<file path="config.mk">
export PLATFORM = sky130hd
export DESIGN_NAME = pipe_stage_elastic
export DESIGN_NICKNAME = d
export VERILOG_FILES = /design/src/rtl/pipe_pkg.sv /design/src/rtl/pipe_skid_slot.sv /design/src/rtl/pipe_stage_elastic.sv
export SDC_FILE = /design/constraint.sdc
export NUM_CORES = 1
export LEC_CHECK = 0
export BUFFER_PORTS_ARGS = -buffer_cell sky130_fd_sc_hd__buf_2
export CAP_MARGIN = 40
export CELL_PAD_IN_SITES_DETAIL_PLACEMENT = 1
export CELL_PAD_IN_SITES_GLOBAL_PLACEMENT = 2
export CORE_UTILIZATION = 33
export CTS_CLUSTER_DIAMETER = 120
export DETAILED_ROUTE_END_ITERATION = 7
export GPL_TIMING_DRIVEN = 0
export PLACE_DENSITY = 0.76
export REMOVE_ABC_BUFFERS = 1
export SLEW_MARGIN = 20
export SYNTH_ARGS = -nofsm -noshare
export SYNTH_HDL_FRONTEND = slang
export SYNTH_HIERARCHICAL = 1
export SYNTH_SLANG_ARGS = --single-unit
</file>
<file path="constraint.sdc">
create_clock -name CLK -period 2 [get_ports CLK]
set_clock_uncertainty 0.2 [all_clocks]
set_input_delay 0.2 -clock CLK [delete_from_list [all_inputs] [get_ports CLK]]
set_output_delay 0.2 -clock CLK [all_outputs]
set_load 0.1 [all_outputs]
</file>
<file path="src/rtl/pipe_pkg.sv">
// Shared definitions for the elastic inter-stage pipeline registers:
// per-boundary payload widths, control-field bit positions and the
// occupancy encoding used by the skid-buffered stage.
package pipe_pkg;

  // Payload widths for each stage boundary of the core.
  localparam int IFID_DATA_W  = 96;   // IR, PC, PC+4
  localparam int IFID_CTRL_W  = 4;
  localparam int IDEX_DATA_W  = 128;  // operands, immediate, PC+4
  localparam int IDEX_CTRL_W  = 16;
  localparam int EXMEM_DATA_W = 104;  // ALU result, store data, rd
  localparam int EXMEM_CTRL_W = 8;
  localparam int MEMWB_DATA_W = 72;   // load/ALU result, rd
  localparam int MEMWB_CTRL_W = 4;

  // Control-vector bit positions used when packing/unpacking ctrl words.
  localparam int CTRL_REG_WRITE  = 0;
  localparam int CTRL_MEM_READ   = 1;
  localparam int CTRL_MEM_WRITE  = 2;
  localparam int CTRL_MEM_TO_REG = 3;
  localparam int CTRL_BRANCH     = 4;
  localparam int CTRL_JUMP       = 5;
  localparam int CTRL_ALU_SRC    = 6;
  localparam int CTRL_ALU_OP_LSB = 7;
  localparam int CTRL_ALU_OP_W   = 4;
  localparam int CTRL_USED_W     = CTRL_ALU_OP_LSB + CTRL_ALU_OP_W;

  // Occupancy of a skid-buffered stage, encoded as {skid_valid, main_valid}.
  // The skid slot is only ever filled while main is valid, so 2'b10 is unused.
  typedef enum logic [1:0] {
    ST_EMPTY = 2'b00,
    ST_ONE   = 2'b01,
    ST_FULL  = 2'b11
  } stage_state_e;

endpackage

</file>
<file path="src/rtl/pipe_skid_slot.sv">
// One payload slot: valid bit plus data and control registers.
// Priority: flush > load > drop. Control is zeroed whenever the slot
// goes invalid so an empty slot never presents live control bits.
module pipe_skid_slot #(
  parameter int DATA_W   = 128,
  parameter int CTRL_W   = 16,
  parameter int CLR_DATA = 1
) (
  input  logic              CLK,
  input  logic              reset_n,
  input  logic              load,
  input  logic              drop,
  input  logic              flush,
  input  logic [DATA_W-1:0] d_data,
  input  logic [CTRL_W-1:0] d_ctrl,
  output logic              valid,
  output logic [DATA_W-1:0] q_data,
  output logic [CTRL_W-1:0] q_ctrl
);

  // Slot state update: reset, flush, load or drop.
  always_ff @(posedge CLK or negedge reset_n) begin
    if (!reset_n) begin
      // NOTE: the data register is reset too; it is a single word, not a
      // memory array, and downstream expects all-zero outputs after reset.
      valid  <= 1'b0;
      q_ctrl <= '0;
      q_data <= '0;
    end else if (flush) begin
      // NOTE: non-blocking assignments throughout, so every register in
      // the stage samples pre-edge values regardless of statement order.
      valid  <= 1'b0;
      q_ctrl <= '0;
      if (CLR_DATA != 0) q_data <= '0;
    end else if (load) begin
      valid  <= 1'b1;
      q_data <= d_data;
      q_ctrl <= d_ctrl;
    end else if (drop) begin
      valid  <= 1'b0;
      q_ctrl <= '0;
    end
  end

endmodule

</file>
<file path="src/rtl/pipe_stage_elastic.sv">
// Elastic pipeline stage carrying one data+control payload with a
// valid/ready handshake, flush, optional 2-entry skid buffer and a
// saturating stall counter.
module pipe_stage_elastic
  import pipe_pkg::*;
#(
  parameter int DATA_W   = 128,
  parameter int CTRL_W   = 16,
  parameter int SKID     = 1,
  parameter int CLR_DATA = 1,
  parameter int CNT_W    = 16
) (
  input  logic              CLK,
  input  logic              reset_n,
  input  logic              in_valid,
  output logic              in_ready,
  input  logic [DATA_W-1:0] in_data,
  input  logic [CTRL_W-1:0] in_ctrl,
  input  logic              flush,
  output logic              out_valid,
  input  logic              out_ready,
  output logic [DATA_W-1:0] out_data,
  output logic [CTRL_W-1:0] out_ctrl,
  output logic [CNT_W-1:0]  stall_cnt
);

  localparam logic [CNT_W-1:0] CNT_MAX = '1;
  localparam logic [CNT_W-1:0] CNT_ONE = {{(CNT_W-1){1'b0}}, 1'b1};

  logic              main_valid;
  logic              skid_valid;
  logic [DATA_W-1:0] skid_data;
  logic [CTRL_W-1:0] skid_ctrl;
  logic              accept;
  logic              emit;
  logic              main_load;
  logic              main_drop;
  logic              main_from_skid;
  logic              skid_load;
  logic              skid_drop;
  logic [DATA_W-1:0] main_d_data;
  logic [CTRL_W-1:0] main_d_ctrl;
  stage_state_e      state;

  assign out_valid = main_valid;
  assign accept    = in_valid & in_ready;
  assign emit      = main_valid & out_ready;
  assign state     = stage_state_e'({skid_valid, main_valid});

  // Slot control: which slot loads, drops or refills from the skid slot.
  always_comb begin
    // NOTE: every output gets a default first so no path infers a latch.
    main_load      = 1'b0;
    main_drop      = 1'b0;
    main_from_skid = 1'b0;
    skid_load      = 1'b0;
    skid_drop      = 1'b0;
    if (SKID == 0) begin
      main_load = accept;
      main_drop = emit & ~accept;
    end else begin
      case (state)
        ST_EMPTY: main_load = accept;
        ST_ONE: begin
          if (accept && emit) main_load = 1'b1;
          else if (accept)    skid_load = 1'b1;
          else if (emit)      main_drop = 1'b1;
        end
        ST_FULL: begin
          if (emit) begin
            main_load      = 1'b1;
            main_from_skid = 1'b1;
            skid_drop      = 1'b1;
          end
        end
        default: ;
      endcase
    end
  end

  assign main_d_data = main_from_skid ? skid_data : in_data;
  assign main_d_ctrl = main_from_skid ? skid_ctrl : in_ctrl;

  pipe_skid_slot #(
    .DATA_W   (DATA_W),
    .CTRL_W   (CTRL_W),
    .CLR_DATA (CLR_DATA)
  ) u_main (
    .CLK     (CLK),
    .reset_n (reset_n),
    .load    (main_load),
    .drop    (main_drop),
    .flush   (flush),
    .d_data  (main_d_data),
    .d_ctrl  (main_d_ctrl),
    .valid   (main_valid),
    .q_data  (out_data),
    .q_ctrl  (out_ctrl)
  );

  if (SKID != 0) begin : g_skid
    // in_ready comes straight from a flop, cutting the downstream ready path.
    assign in_ready = ~skid_valid;

    pipe_skid_slot #(
      .DATA_W   (DATA_W),
      .CTRL_W   (CTRL_W),
      .CLR_DATA (CLR_DATA)
    ) u_skid (
      .CLK     (CLK),
      .reset_n (reset_n),
      .load    (skid_load),
      .drop    (skid_drop),
      .flush   (flush),
      .d_data  (in_data),
      .d_ctrl  (in_ctrl),
      .valid   (skid_valid),
      .q_data  (skid_data),
      .q_ctrl  (skid_ctrl)
    );
  end else begin : g_no_skid
    assign in_ready   = ~main_valid | out_ready;
    assign skid_valid = 1'b0;
    assign skid_data  = '0;
    assign skid_ctrl  = '0;
  end

  // Saturating count of cycles where downstream refused a valid payload.
  always_ff @(posedge CLK or negedge reset_n) begin
    if (!reset_n) begin
      stall_cnt <= '0;
    end else if (main_valid && !out_ready && !flush && stall_cnt != CNT_MAX) begin
      stall_cnt <= stall_cnt + CNT_ONE;
    end
  end

endmodule
</file>
# Word level (Yosys, flattened, before mapping)
# Index checks and enable logic that the tools add are counted.
# word_totals
reg_bits,306
in_bits,149
out_inout_bits,162
word_cells,53
# classes
addsub,1
n_eq_ne,3
muxes,28
bitwise_logic,3
n_reduce_logical,11
# op_table
operator,n
2-to-1 mux 128 bit,5
2-to-1 mux 16 bit,7
adder 16 x 1 -> 16 bit (second input constant),1
!= test 16 bit (second input constant),1
2-to-1 mux 1 bit,15
nonzero test 3 bit,2
logical AND 1 bit,4
nonzero test 2 bit,2
one-hot mux 1 bit (3 select lines),1
bitwise AND 1 bit,2
== test 2 x 1 -> 1 bit (second input constant),1
== test 2 bit (second input constant),1
zero test 1 bit,2
zero test 2 bit,1
inverter 1 bit,1

# Longest topological paths before layout
# Gate-level depths: netlist of run 1.
# depth
word_depth,8
mapped_depth,8
ltp_nobuf,5

# By module
# The synthesis of run 1 kept the hierarchy.
# modules_own_cells
module,n_inst,cells_each,area_per_inst_um2,seq_area_each_um2
pipe_skid_slot,2,456,5957.0,3628.5
pipe_stage_elastic,1,239,2556.2,400.4

# Worst setup path after synthesis of run 1
# OpenSTA, ideal clock, no wires.
# synth_path
kind,reg-to-reg
from,register u_main.valid
to,register g_skid.u_skid.q_ctrl[10]
setup_time_ns,0.122
arrival_ns,2.365
required_time_ns,1.678
slack_ns,-0.686
stages_incl_launch_ff,8
n_path_buf,3
period_less_slack_ns,2.686
path_cell_list,dfrtp_1 nand2_1 nor2_4 buf_2 buf_2 inv_1 clkbuf_1 a32o_1
# synth_via
word_cells_on_any_way,11
classes_between,eq/ne: 2; mux: 6; bitwise: 1; reduce/logical: 2
# synth_lines
item,line,text
"start, declared",pipe_skid_slot.sv:16,"output logic valid,"
"start signal, assigned",pipe_skid_slot.sv:26,valid <= 1'b0;
"start signal, assigned",pipe_skid_slot.sv:32,valid <= 1'b0;
"start signal, assigned",pipe_skid_slot.sv:36,valid <= 1'b1;
bitwise AND 1 bit,pipe_stage_elastic.sv:47,assign emit = main_valid & out_ready;
2-to-1 mux 1 bit,n/a,
2-to-1 mux 1 bit *,n/a,
named net main_from_skid,pipe_stage_elastic.sv:38,logic main_from_skid;
nonzero test 3 bit (no source line) *,n/a,
"end signal, assigned",pipe_skid_slot.sv:38,q_ctrl <= d_ctrl;
"end, declared",pipe_skid_slot.sv:18,output logic [CTRL_W-1:0] q_ctrl
# Mark *: on every way through the listed nets, which the timed path passes. The rest lies on a longest branch.
# A chain may end at the register's enable or synchronous reset.

# Final worst setup path of run 1
# layout_path
from,register u_main.valid
to,register g_skid.u_skid.q_data[117]
# layout_via
elab_chain_len,5
word_cells_on_any_way,6
classes_between,eq/ne: 1; mux: 2; bitwise: 1; reduce/logical: 2
# layout_rtl
item,line,text
bitwise AND 1 bit,pipe_stage_elastic.sv:47,
logical AND 1 bit,pipe_stage_elastic.sv:65,if (accept && emit) main_load = 1'b1;
2-to-1 mux 1 bit,pipe_stage_elastic.sv:65,
2-to-1 mux 1 bit *,pipe_stage_elastic.sv:62,case (state)
named net skid_load,pipe_stage_elastic.sv:39,logic skid_load;
nonzero test 2 bit (no source line) *,n/a,
"end signal, assigned",pipe_skid_slot.sv:37,q_data <= d_data;
"end, declared",pipe_skid_slot.sv:17,"output logic [DATA_W-1:0] q_data,"
# Marked as above.

==> results by group, run 1 <==
Worst setup path
  • CP arrival: 2.39 ns
  • Reg2Reg Launch Point: u_main/valid$_DFFE_PN0P_
  • CP required: 2.23 ns
  • Critical Path Source Type: register
  • Reg2reg end: g_skid.u_skid/q_data[117]$_DFFE_PN0P_
  • R2R setup slack: -0.16 ns
  • WS Path Type: register to register
  • CP most frequent cell: buf_8
  • Worst path cell trace: inv_4 -> nor4b_4 -> buf_4 -> buf_8 -> buf_8 -> buf_8 -> buf_8 -> buf_8 -> buf_8 -> mux2i_4 -> nor2_1
  • Slowest cell on crit path: dfrtp_2
  • Crit. End Element: register
  • FF-to-FF path depth: 11
  • Worst-path fanout max: 5
  • Crit path launch: u_main/valid$_DFFE_PN0P_
  • CP peak stage delay: 0.40 ns

Logic synthesis
  • Share of the synthesized area in the top cell type: 0.529
  • Yosys reg bits: 306
  • Most frequent cell after synthesis: dfrtp_1
  • Syn. warnings: 6
  • Post-synthesis instance area: 0.0145 mm²
  • Leading area contributor after synthesis: dfrtp_1
  • Number of synthesized flops with an enable pin: 0
  • Primary FF master, synth: dfrtp_1
  • Distinct cells, synth: 42
  • Top cells by count, synth: dfrtp_1 (306), mux2i_1 (259), nor2_1 (259)
  • Post-synthesis cell count: 1151
  • Async SR Flop Fraction: 1.00
  • Area contributors post-synth: dfrtp_1 (53%), mux2i_1 (18%), mux2_2 (11%)
  • Seq/Total Area, Yosys: 0.529
  • Post-Syn Area per Cell: 12.6 µm²

Placed design
  • Post-DP Area: 0.0167 mm²
  • Placed cell count: 2019
  • Pre-CTS setup slack: -1.64 ns
  • Hpwl dp: 26.1 mm
  • PortBufs: 310
  • Gp weighted congestion: 0.753

Clock tree
  • CTS Sinks: 306
  • Total CTS buffers: 38
  • Root Buffer: clkbuf_16
  • CTS tree: done
  • Worst-Skew Late Latency: 0.55 ns
  • Clock transition at path regs: 0.06 ns
  • Clk buf depth: 3
  • H-tree levels: 2

Run status
  • Failing checks: hold timing, setup timing
  • Status: complete, but fails checks

Detailed routing
  • Final WL: 48.2 mm
  • DR pass1 iterations: 4
  • # DRC: 0
  • Antenna Violating Nets Remaining: 0
  • Initial drt markers: 526
  • Routed length per placed instance: 20.4 µm
  • Routed via count: 11300
  • Number of vias per cell: 4.80

GRT
  • GR Layer Usage met2: 0.369
  • GRT busiest layer: met2
  • Vias in the first global route: 12700
  • Total grt overflow: 0
  • First-pass GRT wire length: 73.6 mm
  • GR Util All Layers: 0.211
  • Largest net degree at the start of global routing: 117
  • M3 GR Usage: 0.0449
  • Antenna violations before repair: 3
  • Met1 Resource Use GR: 0.258

STA
  • Slew headroom: 0.525
  • Final setup vio count: 102
  • RSZ-0062 raised after global routing: yes
  • Minimum clock period: 2.16 ns
  • Setup WS post-layout: -0.161 ns
  • Tcrit/Tclk final: 1.08
  • Setup TNS: -5.70 ns
  • Hold WS: -0.0350 ns
  • Worst Tran Pin Value: 0.713 ns
  • Fmax: 0.463 GHz
  • Final slew viol count: 0
  • Fin. Hold Viols: 39

Die
  • Starting density of the core: 0.335
  • DIE HEIGHT: 211 µm
  • IO Pins: 311
  • Die W: 211 µm
  • Row count: 76
  • Die area: 0.0447 mm²
  • Core region area: 0.0432 mm²

Pwr
  • Max rail drop VDD: 0.000569 V
  • Pleak: 0.0107 µW
  • Pwr Density: 840 mW/mm²

Final layout
  • Design Area, Final: 0.0220 mm²
  • Final net count: 1893
  • Non-filler instance count after layout: 2360
  • Fill cell count: 4506
  • Layout area overhead: 52.3%
  • Layout cells sized above 1: 0.413

Hold path
  • Worst Hold Class: input pin to asynchronous set/reset pin

Flow run
  • Max-cap viol count: 0
## worst max-delay path, delay by kind of cell, from the launching register on
kind	cells	cell delay (ns)
buffers and inverters	8	0.88
flip-flops	1	0.40
multiplexers	1	0.23
AND/OR/NAND/NOR	2	0.34
## sequential cells by signal, summed over array words and instances (netlist names)
name,cells
g_skid.u_skid/q_data,128
u_main/q_data,128
g_skid.u_skid/q_ctrl,16
stall_cnt,16
u_main/q_ctrl,16
g_skid.u_skid/valid,1
u_main/valid,1
## stage by stage
step                       util  power, µW
after floorplan               -      10100
after global placement    0.369      10900
after detailed placement  0.388      10900
after CTS                 0.497      18400
after global routing      0.511      19200
final                     0.511      18500
## where the power goes
part | switching [µW] | internal (µW) | total (µW)
Combinational | 3260 | 1610 | 4870
Sequential | 253 | 6540 | 6790
Clock | 2770 | 4080 | 6840
Total | 6280 | 12200 | 18500
## kinds of logic after synthesis
logic type | Yosys count | synth area share
compound gates | 41 | 0.0261
xor+xnor | 9 | 0.00545
mux | 405 | 0.293
buf+inv | 88 | 0.0578
fa+ha+maj | 1 | 0.000865
flops | 306 | 0.529
simple gates | 301 | 0.0878
## worst max-delay path by stage
stage          slack [ns]                                    end
3_3_place_gp       -35.74    g_skid.u_skid/q_ctrl[5]$_DFFE_PN0P_
6_report            -0.16  g_skid.u_skid/q_data[117]$_DFFE_PN0P_
2_1_floorplan      -21.54    g_skid.u_skid/q_ctrl[0]$_DFFE_PN0P_
3_5_place_dp        -1.64   g_skid.u_skid/q_data[39]$_DFFE_PN0P_
5_1_grt             -0.22  g_skid.u_skid/q_data[117]$_DFFE_PN0P_
4_1_cts             -0.19  g_skid.u_skid/q_data[117]$_DFFE_PN0P_
## cells in the final DEF, fill, tap and decap left out, types with 3 or more instances in the layout
cell type / synthesis / final
dfrtp_2: 0 / 3
buf_12: 22 / 26
dlygate4sd3_1: 0 / 155
inv_1: 5 / 3
nor2_4: 1 / 5
nand2b_1: 4 / 4
clkbuf_1: 4 / 8
clkbuf_16: 0 / 45
dfrtp_1: 306 / 303
buf_2: 41 / 304
mux2_4: 0 / 123
buf_4: 4 / 57
xor2_1: 3 / 3
mux2_2: 144 / 22
mux2i_4: 0 / 5
nand3_2: 0 / 3
nor2_1: 259 / 256
nand4_1: 4 / 4
a32o_1: 32 / 32
and3_1: 3 / 3
xnor2_1: 6 / 4
nand2_1: 5 / 4
clkinv_2: 0 / 4
mux2i_2: 0 / 10
nand3_1: 7 / 4
inv_6: 0 / 3
buf_8: 2 / 22
mux2i_1: 259 / 244
buf_6: 8 / 32
diode_2: 0 / 3
clkbuf_8: 0 / 15
buf_16: 0 / 27
## layout make-up
class	count	area, µm²	area share
well taps	585	732	0.0332
clock buffers	61	1190	0.0539
clock inverters	8	62.6	0.00284
flip-flops and latches	306	7660	0.348
multi-input cells	757	6700	0.304
diodes	3	7.51	0.000341
repair buffers	633	5660	0.257
inverters	7	32.5	0.00148
## per-layer routing
| metal | routed length (µm) | part of all wire |
|---|---|---|
| met3 | 2390 | 0.050 |
| met5 | 0 | 0 |
| met1 | 20400 | 0.42 |
| met2 | 24300 | 0.50 |
| met4 | 1140 | 0.024 |
## repair_timing
item | CTS | global route
setup buffers | 70 | 48
pin swaps | 7 | 30
hold endpoints to repair | 515 | 9
setup endpoints to repair | 293 | 270
gates cloned | 15 | 5
hold buffers | 157 | 1
gates resized for setup | 244 | 85
Power figures use the tool's default switching activity.
==> run 2: changes to the inputs <==
--- a/config.mk
+++ b/config.mk
@@ -10,7 +10,6 @@
 export CELL_PAD_IN_SITES_DETAIL_PLACEMENT = 1
 export CELL_PAD_IN_SITES_GLOBAL_PLACEMENT = 2
 export CORE_UTILIZATION = 33
-export CTS_CLUSTER_DIAMETER = 120
 export DETAILED_ROUTE_END_ITERATION = 7
 export GPL_TIMING_DRIVEN = 0
 export PLACE_DENSITY = 0.76
@@ -20,3 +19,4 @@
 export SYNTH_HDL_FRONTEND = slang
 export SYNTH_HIERARCHICAL = 1
 export SYNTH_SLANG_ARGS = --single-unit
+export TNS_END_PERCENT = 5
==> constraint.sdc (replaced) <==
create_clock -name CLK -period 2 [get_ports CLK]
set_clock_uncertainty 0.2 [all_clocks]
set_input_delay 0.2 -clock CLK [delete_from_list [all_inputs] [get_ports CLK]]
set_output_delay 0.2 -clock CLK [all_outputs]
set_load 0.01 [all_outputs]
==> results by group, run 2 (synthesized netlist as in run 1, its figures left out) <==
Die
  • Starting density of the core: 0.335
  • IO Pins: 311
  • Core region area: 0.0432 mm²
  • Row count: 76
  • Die W: 211 µm
  • Die area: 0.0447 mm²
  • DIE HEIGHT: 211 µm

Clock tree
  • Clock transition at path regs: 0.06 ns
  • CTS Sinks: 306
  • H-tree levels: 2
  • Worst-Skew Late Latency: 0.55 ns
  • Clk buf depth: 3
  • Total CTS buffers: 38
  • Root Buffer: clkbuf_16
  • CTS tree: done

Detailed routing
  • Final WL: 45.2 mm
  • # DRC: 0
  • DR pass1 iterations: 4
  • Routed length per placed instance: 19.6 µm
  • Initial drt markers: 523
  • Antenna Violating Nets Remaining: 0
  • Number of vias per cell: 4.79
  • Routed via count: 11100

STA
  • Tcrit/Tclk final: 1.10
  • Fmax: 0.456 GHz
  • Setup WS post-layout: -0.193 ns
  • Hold WS: -0.0374 ns
  • Final slew viol count: 0
  • Worst Tran Pin Value: 0.720 ns
  • Fin. Hold Viols: 39
  • Final setup vio count: 182
  • RSZ-0062 raised after global routing: yes
  • Slew headroom: 0.518
  • Minimum clock period: 2.19 ns

Final layout
  • Fill cell count: 4593
  • Top Registers: g_skid.u_skid/q_data x128, u_main/q_data x128
  • Final net count: 1845
  • Commonest non-fill, non-tap cell in the layout: buf_2
  • Design Area, Final: 0.0210 mm²
  • Utilization after layout: 0.486
  • Most frequent cells in the layout: buf_2 (309), dfrtp_1 (304), nor2_1 (258), mux2i_1 (254), dlygate4sd3_1 (156)
  • Layout cells sized above 1: 0.385
  • Layout area overhead: 45.1%

GRT
  • First-pass GRT wire length: 69.4 mm
  • Vias in the first global route: 12300
  • Total grt overflow: 0
  • M3 GR Usage: 0.0435
  • Antenna violations before repair: 2
  • GR Layer Usage met2: 0.340
  • Met1 Resource Use GR: 0.244
  • Largest net degree at the start of global routing: 117
  • GR Util All Layers: 0.197
  • GRT busiest layer: met2

Worst setup path
  • Critical Path Source Type: register
  • Reg2Reg Launch Point: u_main/valid$_DFFE_PN0P_
  • Crit path launch: u_main/valid$_DFFE_PN0P_
  • CP Capture Point: g_skid.u_skid/q_data[117]$_DFFE_PN0P_
  • CP arrival: 2.42 ns
  • Worst-path fanout max: 5
  • Reg2reg end: g_skid.u_skid/q_data[117]$_DFFE_PN0P_
  • CP required: 2.22 ns
  • FF-to-FF path depth: 11
  • WS Path Type: register to register
  • R2R setup slack: -0.19 ns
  • Crit. End Element: register

Pwr
  • Pleak: 0.0102 µW
  • Pwr Density: 777 mW/mm²
  • Max rail drop VDD: 0.000501 V
  • Pwr Total: 16300 µW

Placed design
  • PortBufs: 310
  • Post-DP Area: 0.0167 mm²
  • Pre-CTS setup slack: -1.64 ns
  • Gp weighted congestion: 0.753
  • Hpwl dp: 26.1 mm

Run status
  • Failing checks: hold timing, setup timing
  • Status: complete, but fails checks

Hold path
  • Worst Hold Class: input pin to asynchronous set/reset pin

Flow run
  • Max-cap viol count: 0
[run 2: cell count changes in the layout (fill, tap and decap cells not counted), sizes merged]
cell,previous run,this run
diode,3,1
buf,468,425
dlymetal6s4s,1,0
clkbuf,70,65
dlygate4sd3,155,156
clkinvlp,1,0
inv,9,10
[run 2: timing repair]
action | 4_1_cts | 5_1_grt
setup endpoints to repair | 292 | 252
gates cloned | 4 | 3
setup buffers | 36 | 23
hold buffers | 157 | 1
pin swaps | 11 | 12
resized for setup | 153 | 52
hold endpoints to repair | 515 | 10
[run 2: per-layer routing]
metal | vias up | part of all wire
met3 | 66 | 0.053
met5 | - | 0.00027
met4 | 2 | 0.024
li1 | 5109 | -
met1 | 5649 | 0.42
met2 | 248 | 0.50
[run 2: power breakdown]
group | total (µW) | switching [µW] | internal, µW
combinational | 2730 | 1340 | 1400
clock | 6800 | 2730 | 4080
sequential | 6770 | 234 | 6540
total | 16300 | 4300 | 12000
[run 2: final cells by class]
class                   instances  area [µm²]  area share
repair buffers                585        4910       0.234
clock inverters                 8        62.6     0.00298
diodes                          1        2.50    0.000119
well taps                     585         732      0.0349
flip-flops and latches        306        7660       0.365
inverters                       7        28.8     0.00137
clock buffers                  61        1190      0.0565
multi-input cells             757        6420       0.306
[run 2: stage by stage]
step / instances / TNS (ns)
floorplan: 1070 / -4035.33
global route: 2310 / -28.90
finish: 2310 / -9.46
CTS: 2282 / -16.58
detailed placement: 2019 / -203.47
global placement: 1965 / -8317.86
[run 2: worst min path at each step]
| stage | end | slack, ns | cells after the start |
|---|---|---|---|
| floorplan | g_skid.u_skid/q_ctrl[0]$_DFFE_PN0P_ | -0.30 | 0 |
| global placement | g_skid.u_skid/q_ctrl[11]$_DFFE_PN0P_ | 0.23 | 2 |
| detailed placement | g_skid.u_skid/q_data[101]$_DFFE_PN0P_ | -0.01 | 1 |
| CTS | u_main/q_data[17]$_DFFE_PN0P_ | -0.04 | 2 |
| global route | u_main/q_data[110]$_DFFE_PN0P_ | -0.04 | 2 |
| finish | u_main/q_data[110]$_DFFE_PN0P_ | -0.04 | 2 |
[run 2: worst max-delay path: stages (launching register included)]
cell and delay (ns):
dfrtp_2 0.39, inv_4 0.05, nor4b_4 0.31, buf_4 0.19, buf_8 0.11, buf_8 0.10, buf_8 0.09, buf_8 0.10
buf_8 0.10, buf_8 0.12, mux2i_2 0.24, nor2_1 0.08
